===== src/rtl/p_s_tx.sv =====
`default_nettype none
// ============================================================================
// Module   : p_s_tx
// Purpose  : I2S parallel-to-serial transmitter for the codec DAC path.
//            Derives BCLK/LRCLK from MCLK, accepts a left/right sample pair
//            over valid/ready into a holding buffer, and shifts the active
//            pair out MSB-first, one BCLK after each LRCLK edge.
// Macro    : P_S_HOLD_LAST_EN - when defined, an underrun repeats the last
//            pair instead of sending zeros.
// Revision : 1.0 - initial release
// ============================================================================
module p_s_tx #(
  parameter int DATA_W         = 16,
  parameter int MCLK_PER_BCLK  = 4,
  parameter int BCLK_PER_FRAME = 64
) (
  input  logic              MCLK,
  input  logic              RST_N,
  input  logic [DATA_W-1:0] LDATA_IN,
  input  logic [DATA_W-1:0] RDATA_IN,
  input  logic              DIN_VALID,
  output logic              DIN_READY,
  output logic              BCLK_OUT,
  output logic              LRCLK_OUT,
  output logic              SDATA_OUT,
  output logic              BCLK_PULSE,
  output logic              FRAME_PULSE,
  output logic              UNDERRUN
);

  localparam int DIV_W = (MCLK_PER_BCLK > 1) ? $clog2(MCLK_PER_BCLK) : 1;
  localparam int BIT_W = $clog2(BCLK_PER_FRAME);
  localparam int HALF  = BCLK_PER_FRAME / 2;

  localparam logic [DIV_W-1:0] DIV_LAST = DIV_W'(MCLK_PER_BCLK - 1);
  localparam logic [BIT_W-1:0] BIT_LAST = BIT_W'(BCLK_PER_FRAME - 1);
  localparam logic [BIT_W-1:0] L_FIRST  = BIT_W'(1);
  localparam logic [BIT_W-1:0] L_LAST   = BIT_W'(DATA_W);
  localparam logic [BIT_W-1:0] R_HALF   = BIT_W'(HALF);
  localparam logic [BIT_W-1:0] R_FIRST  = BIT_W'(HALF + 1);
  localparam logic [BIT_W-1:0] R_LAST   = BIT_W'(HALF + DATA_W);

  logic [DIV_W-1:0]  div_cnt;
  logic [BIT_W-1:0]  bit_cnt;
  logic [BIT_W-1:0]  bit_nxt;
  logic [BIT_W-1:0]  l_off;
  logic [BIT_W-1:0]  r_off;
  logic [DATA_W-1:0] hold_l;
  logic [DATA_W-1:0] hold_r;
  logic [DATA_W-1:0] act_l;
  logic [DATA_W-1:0] act_r;
  logic              hold_full;
  logic              primed;
  logic              fe;
  logic              wrap;
  logic              accept;
  logic              sdata_nxt;

  // BCLK is the divider MSB: low for the first half of the period, high after
  assign BCLK_OUT  = div_cnt[DIV_W-1];
  assign DIN_READY = !hold_full;

  // Per-edge decode: BCLK falling edge, frame wrap, next bit index, handshake
  always_comb begin
    fe      = (div_cnt == DIV_LAST);
    wrap    = fe && (bit_cnt == BIT_LAST);
    bit_nxt = wrap ? '0 : bit_cnt + BIT_W'(1);
    accept  = DIN_VALID && !hold_full;
  end

  // Serial bit for the upcoming bit slot; MSB sits one slot after the LR edge
  always_comb begin
    l_off     = L_LAST - bit_nxt;
    r_off     = R_LAST - bit_nxt;
    sdata_nxt = 1'b0;
    if ((bit_nxt >= L_FIRST) && (bit_nxt <= L_LAST)) begin
      sdata_nxt = |(act_l & (DATA_W'(1) << l_off));
    end else if ((bit_nxt >= R_FIRST) && (bit_nxt <= R_LAST)) begin
      sdata_nxt = |(act_r & (DATA_W'(1) << r_off));
    end
  end

  // BCLK divider, bit counter, strobes; LRCLK/SDATA only move on BCLK fall
  always_ff @(posedge MCLK or negedge RST_N) begin
    if (!RST_N) begin
      div_cnt     <= '0;
      bit_cnt     <= '0;
      LRCLK_OUT   <= 1'b0;
      SDATA_OUT   <= 1'b0;
      BCLK_PULSE  <= 1'b0;
      FRAME_PULSE <= 1'b0;
    end else begin
      div_cnt     <= fe ? '0 : div_cnt + DIV_W'(1);
      BCLK_PULSE  <= fe;
      FRAME_PULSE <= wrap;
      if (fe) begin
        bit_cnt   <= bit_nxt;
        LRCLK_OUT <= (bit_nxt >= R_HALF);
        SDATA_OUT <= sdata_nxt;
      end
    end
  end

  // Holding buffer handshake and frame-boundary hand-over to the active pair.
  // The first wrap after reset closes a frame nobody could have fed, so it
  // never reports an underrun (primed marks that it has happened).
  always_ff @(posedge MCLK or negedge RST_N) begin
    if (!RST_N) begin
      hold_l    <= '0;
      hold_r    <= '0;
      hold_full <= 1'b0;
      act_l     <= '0;
      act_r     <= '0;
      primed    <= 1'b0;
      UNDERRUN  <= 1'b0;
    end else begin
      UNDERRUN <= 1'b0;
      if (wrap) begin
        primed <= 1'b1;
        if (hold_full) begin
          act_l <= hold_l;
          act_r <= hold_r;
        end else begin
          UNDERRUN <= primed;
`ifdef P_S_HOLD_LAST_EN
          // active pair keeps its value: the last sample is repeated
`else
          act_l <= '0;
          act_r <= '0;
`endif
        end
      end
      // A pair offered on a wrap with hold empty is captured and plays next frame
      if (accept) begin
        hold_l    <= LDATA_IN;
        hold_r    <= RDATA_IN;
        hold_full <= 1'b1;
      end else if (wrap && hold_full) begin
        hold_full <= 1'b0;
      end
    end
  end

endmodule
`default_nettype wire

===== config.mk =====
export PLATFORM = sky130hd
export DESIGN_NAME = p_s_tx
export DESIGN_NICKNAME = d
export VERILOG_FILES = /design/src/rtl/p_s_tx.sv
export SDC_FILE = /design/constraint.sdc
export NUM_CORES = 1
export LEC_CHECK = 0
export CAP_MARGIN = 15
export CELL_PAD_IN_SITES_DETAIL_PLACEMENT = 0
export CELL_PAD_IN_SITES_GLOBAL_PLACEMENT = 2
export CORE_MARGIN = 1.5
export CORE_UTILIZATION = 39
export DETAILED_ROUTE_END_ITERATION = 6
export GPL_TIMING_DRIVEN = 0
export PLACE_DENSITY_LB_ADDON = 0.1
export REMOVE_ABC_BUFFERS = 1
export SETUP_SLACK_MARGIN = 0.5
export SLEW_MARGIN = 20
export SYNTH_ARGS = -nofsm -noshare
export SYNTH_HDL_FRONTEND = slang
export SYNTH_SLANG_ARGS = --single-unit

===== constraint.sdc =====
create_clock -name MCLK -period 8.1 [get_ports MCLK]
set_input_delay 0.81 -clock MCLK [delete_from_list [all_inputs] [get_ports MCLK]]
set_output_delay 0.81 -clock MCLK [all_outputs]
set_load 0.005 [all_outputs]

# [Word level (Yosys, flattened, before mapping)]
# Cells that the tools add are included.
[op_classes] magnitude_cmp=5 shifts=2 addsub=4 eq_ne=2 reduce_logical=9 bitwise_logic=2 n_mux=10
[op_table] cell="AND 16 bit" n=2
[op_table] cell="2-to-1 mux 16 bit" n=2
[op_table] cell="OR reduction 16 bit" n=2
[op_table] cell="<< shifter 1 x 6 -> 16 bit (first input constant)" n=2
[op_table] cell="greater-or-equal comparator 6 bit (second input constant)" n=2
[op_table] cell="adder 6 x 1 -> 6 bit (second input constant)" n=1
[op_table] cell="== test 6 bit (second input constant)" n=1
[op_table] cell="greater-or-equal comparator 6 x 1 -> 1 bit (second input constant)" n=1
[op_table] cell="<= comparator 6 x 5 -> 1 bit (second input constant)" n=1
[op_table] cell="<= comparator 6 bit (second input constant)" n=1
[op_table] cell="2-to-1 mux 1 bit" n=6
[op_table] cell="2-to-1 mux 6 bit" n=1
[op_table] cell="subtractor 5 x 6 -> 6 bit (first input constant)" n=1
[op_table] cell="subtractor 6 bit (first input constant)" n=1
[op_table] cell="logical AND 1 bit" n=5
[op_table] cell="adder 2 x 1 -> 2 bit (second input constant)" n=1
[op_table] cell="== test 2 bit (second input constant)" n=1
[op_table] cell="2-to-1 mux 2 bit" n=1
[op_table] cell="nonzero test 2 bit" n=1
[op_table] cell="logical NOT 1 bit" n=1
[totals] word_cells=47 input_bits=35 register_bits=79

# [Depth between registers and ports, before layout]
[depth] ltp_word=9 depth_mapped=9 mapped_depth_nobuf=9

# [Worst setup path after synthesis]
# No wires, ideal clock.
[synth_path] path_type="register -> register" from="register bit_cnt[0]" to="register SDATA_OUT" stages_incl_launch_ff=10 t_arrival_ns=2.604 setup_slack_ns=5.376 period_less_slack_ns=2.724 path_cell_list="dfrtp_1 clkbuf_1 inv_1 ha_1 nor2_1 and4b_1 or4_4 a311oi_2 o41ai_1 a41o_1"
[synth_between] elab_chain_cells=9 elab_cells_between_ends=20 classes_between="3 x add/sub; 4 x order compare; 1 x eq/ne; 2 x shift; 3 x mux; 2 x bitwise; 5 x reduce/logical"
[synth_lines] item="from (decl)" line_no="44" source="logic [BIT_W-1:0] bit_cnt;"
[synth_lines] item="from (signal assigned)" line_no="97" source="bit_cnt <= bit_nxt;"
[synth_lines] item="parallel branches: the longest is 2 deep, another holds adder 6 x 1 -> 6 bit"
[synth_lines] item="2-to-1 mux 6 bit *" line_no="67" source="bit_nxt = wrap ? '0 : bit_cnt + BIT_W'(1);"
[synth_lines] item="named net bit_nxt[1]" line_no="45" source="logic [BIT_W-1:0] bit_nxt;"
[synth_lines] item="subtractor 6 bit" line_no="74" source="r_off = R_LAST - bit_nxt;"
[synth_lines] item="<< shifter 1 x 6 -> 16 bit" line_no="79" source="sdata_nxt = |(act_r & (DATA_W'(1) << r_off));"
[synth_lines] item="AND 16 bit" line_no="79"
[synth_lines] item="OR reduction 16 bit" line_no="79"
[synth_lines] item="2-to-1 mux 1 bit" line_no="78" source="end else if ((bit_nxt >= R_FIRST) && (bit_nxt <= R_LAST)) begin"
[synth_lines] item="2-to-1 mux 1 bit *" line_no="76" source="if ((bit_nxt >= L_FIRST) && (bit_nxt <= L_LAST)) begin"
[synth_lines] item="to (signal assigned)" line_no="99" source="SDATA_OUT <= sdata_nxt;"
[synth_lines] item="to (decl)" line_no="25" source="output logic SDATA_OUT,"
# Mark *: on every way through the listed nets, which the timed path passes.
# A chain may end at the register's enable or synchronous reset.

# [Worst setup path in the final report]
[layout_path] from="register bit_cnt[0]" to="register SDATA_OUT"
[layout_between] elab_chain_cells=9 elab_cells_between_ends=20 classes_between="3 x add/sub; 4 x order compare; 1 x eq/ne; 2 x shift; 3 x mux; 2 x bitwise; 5 x reduce/logical"
[layout_lines] item="parallel branches: the longest is 2 deep, another holds adder 6 x 1 -> 6 bit"
[layout_lines] item="2-to-1 mux 6 bit *" line_no="67"
[layout_lines] item="subtractor 6 bit" line_no="74"
[layout_lines] item="<< shifter 1 x 6 -> 16 bit" line_no="79"
[layout_lines] item="AND 16 bit" line_no="79"
[layout_lines] item="OR reduction 16 bit" line_no="79"
[layout_lines] item="2-to-1 mux 1 bit" line_no="78"
[layout_lines] item="2-to-1 mux 1 bit *" line_no="76"
# Mark *: on every way between the ends.

==> impl_results.md <==
- Outcome: finished clean
- CP Capture Type: flop
- Max Freq: roughly 290 MHz
- DIE AREA: about 9700 um^2
- Cell family with most CP delay: simple AND/OR/NAND/NOR gates
- RSZ-0062 raised after global routing: no
- Final Total Pwr: just under 900 uW
- Pre-antenna DRT Iters: 4
- CTS root buf: clkbuf_8
- GRT Residual Overflow: 0
- Synth Flop Type: dfrtp_1
- Crit path kind: flop to flop
- Post-DP HPWL: between 4 and 5 mm
- Worst-path clk slew: around 0.080 ns
- Clock Path Buffers: 2
- Slowest stage cell, crit path: dfrtp_1
- DIE WIDTH: ~100 um
- Max FO, Critical Path: 42
- Largest net degree at the start of global routing: 44
- # diodes: 0
- LEAKAGE: 2.00 nW
- CP arrival: roughly 3.7 ns
- First-pass GRT wire length: 12.7 mm
- IO Count: 42
- Placer Congestion: 0.798
- Worst skew pair latency: roughly 0.36 ns
- Hold_ws: between 0.4 and 0.5 ns
- Post-Place Cells: 468
- Num CTS Buffers: 9
- Final period util: a little over two fifths
- GRT Total Usage: about 17%
- Power Density: between 200 and 250 nW/um^2
- # resized after CTS: 0
- Port Buffers: 41
- Worst Hold Depth: 1
- Slew headroom: a little over 50%
- Nets: a little over 400
- Setup TNS: 0 ns
- CP Cell Sequence: ha_1 > and4_4 > nand2_4 > and4b_1 > or4_4 > nor3_1 > o41ai_1 > a41o_1
- Worst slack at placement: approximately 4 ns
- H-Tree Depth: 3
- Mean Syn Cell Area: between 10 and 15 um^2
- Sequential share of the synthesized area: between 50% and 60%
- Die H: slightly below 100 um
- Launch point of the worst reg-to-reg path: bit_cnt[0]
- R2R depth: 8
- Cell count after synthesis: about 340
- Post-synth cell types: 40
- Crit path launch type: flop
- Worst Skew: a little over 0.009 ns
- Critical Path RT: between 8 and 9 ns
- Via count: 2521
- Non-Filler Instances: roughly 480
- EDFF count, synth: 0
- WHS Endpoint: div_cnt[0]
- Setup Fix Bufs, Post-CTS: 0
- Hold/Removal Path Class: flop to flop
- DR vias/cell: 5.21
- Setup slack after layout: roughly 4.6 ns
- Area Growth Syn to Fin: 20.6%
- Starting DRT DRC Count: 57
- Peak VDD IR: ~0.10 mV
- Pins over their slew limit: 0
- Antenna violations before repair: 0
- Post-synth design cell area: roughly 3500 um^2
- Max cap viols: 0
- Worst r2r dst: SDATA_OUT
- Post-route DRC violation count: 0
- CTS tree: yes
- R2R setup slack: about 4.6 ns
- WL/cell: around 15 um
- Library cell with the largest summed area after synthesis: dfrtp_1
- Final setup vio count: 0
- Hold Startpoint: div_cnt[0]
- Async SR Flop Fraction: between 90% and 100%
- Row count: 34
- Share of layout cells above drive strength 1: around 17%
- Area contributors post-synth: dfrtp_1, mux2_2, nand2_1
- Vias in the first global route: 2553
- Yosys warns: 0
- Final ANT Viol Nets: 0
- Post-Route WL: between 7 and 8 mm
- Hold Fails Final Rpt: 0
- Clock sink count: 79
- Initial cell density of the core: about 40%
- Core ar.: slightly below 9000 um^2
- Post-synth top area share: between 50% and 60%
- Post-CTS Hold Buffers: 0
- Tightest Pin Transition: 0.732 ns
- Fin crit period: between 3 and 4 ns
- Seq cells post-synth: 79
- Max incr delay on CP: between 0.6 and 0.7 ns
- Critical path buffer and inverter count: 0
-- cell families (layout without fill, tap and decap cells) --
logic type,Yosys count,count (layout),synth area share (%)
xor gates and xnor gates,6,6,1.48
adders and majority gates,3,3,1.06
DFF,79,79,55.7
AOI/OAI and AO/OA,36,36,6.53
muxes,41,41,13.8
buffers and inverters,27,66,2.89
and+or+nand+nor,145,145,18.6
-- worst register-to-register path, delay by kind of cell, from the launching register on --
| family | cells | cell delay (ns) |
|---|---|---|
| simple gates | 5 | 1.82 |
| flops | 1 | 0.68 |
| fa+ha+maj | 1 | 0.49 |
| compound gates | 2 | 0.36 |
-- stage by stage --
step	instance area (um^2)	util, %
floorplan	3470	-
global placement	4020	45.8
detailed placement	4070	46.4
CTS	4280	48.8
global route	4280	48.8
finish	4280	48.8
-- sequential cells by signal (all words and copies together) (netlist names), 2 cells and up --
name,count
act_l,16
div_cnt,2
bit_cnt,6
act_r,16
hold_l,16
hold_r,16
-- how the worst max path moves through the flow --
stage / slack [ns] / depth (start not counted) / end / from
2_1_floorplan: 5.11 / 9 / SDATA_OUT / bit_cnt[0]
3_3_place_gp: 3.35 / 1 / primed / RST_N
3_5_place_dp: 4.04 / 9 / SDATA_OUT / bit_cnt[0]
4_1_cts: 4.02 / 9 / SDATA_OUT / bit_cnt[0]
5_1_grt: 4.33 / 8 / SDATA_OUT / bit_cnt[0]
6_report: 4.65 / 8 / SDATA_OUT / bit_cnt[0]
-- synthesized netlist by cell type, types with 2 or more instances --
cell type	n
o221ai_1	2
clkinv_1	2
nor2_1	7
nor4_1	2
dfrtp_1	79
clkbuf_1	16
nor2b_1	2
nand2_1	78
ha_1	3
nand2b_1	2
nor3_1	6
xnor2_1	5
nand3_1	38
mux2i_1	6
and3_1	2
inv_1	5
o21ai_0	11
mux2_2	32
buf_1	3
o41ai_1	2
o31a_1	2
mux4_2	3
a21oi_1	12
-- area by class of cell --
class	count	area (um^2)
Clock buffer	10	138
Tap cell	108	135
Sequential cell	79	1980
Fill cell	850	4490
Clock inverter	6	68.8
Timing Repair Buffer	43	455
Inverter	7	26.3
Multi-Input combinational cell	231	1480
-- routing by layer --
metal  vias up  part of all wire (%)  GRT usage (%)
met3         9                   3.2           3.29
met1      1244                    49           23.1
met2        34                    47           25.8
li1       1234                     -              -
met5         -                     0              0
met4         0                   1.6           6.18
-- placed cells by master, fill, tap and decap left out, types with 6 or more instances in the layout --
master            n
clkdlybuf4s50_1  40
o21ai_0          11
a21oi_1          12
mux2i_1           6
nor2_1            7
nor3_1            6
clkbuf_8         10
dfrtp_1          78
nand3_1          38
mux2_2           32
nand2_1          78
-- where the power goes --
group          switching (mW)  internal, mW  total (mW)
logic                  0.0269        0.0648      0.0917
clock network           0.155         0.152       0.307
registers              0.0367         0.456       0.493
Note: power is estimated with default switching activity, not from simulation.
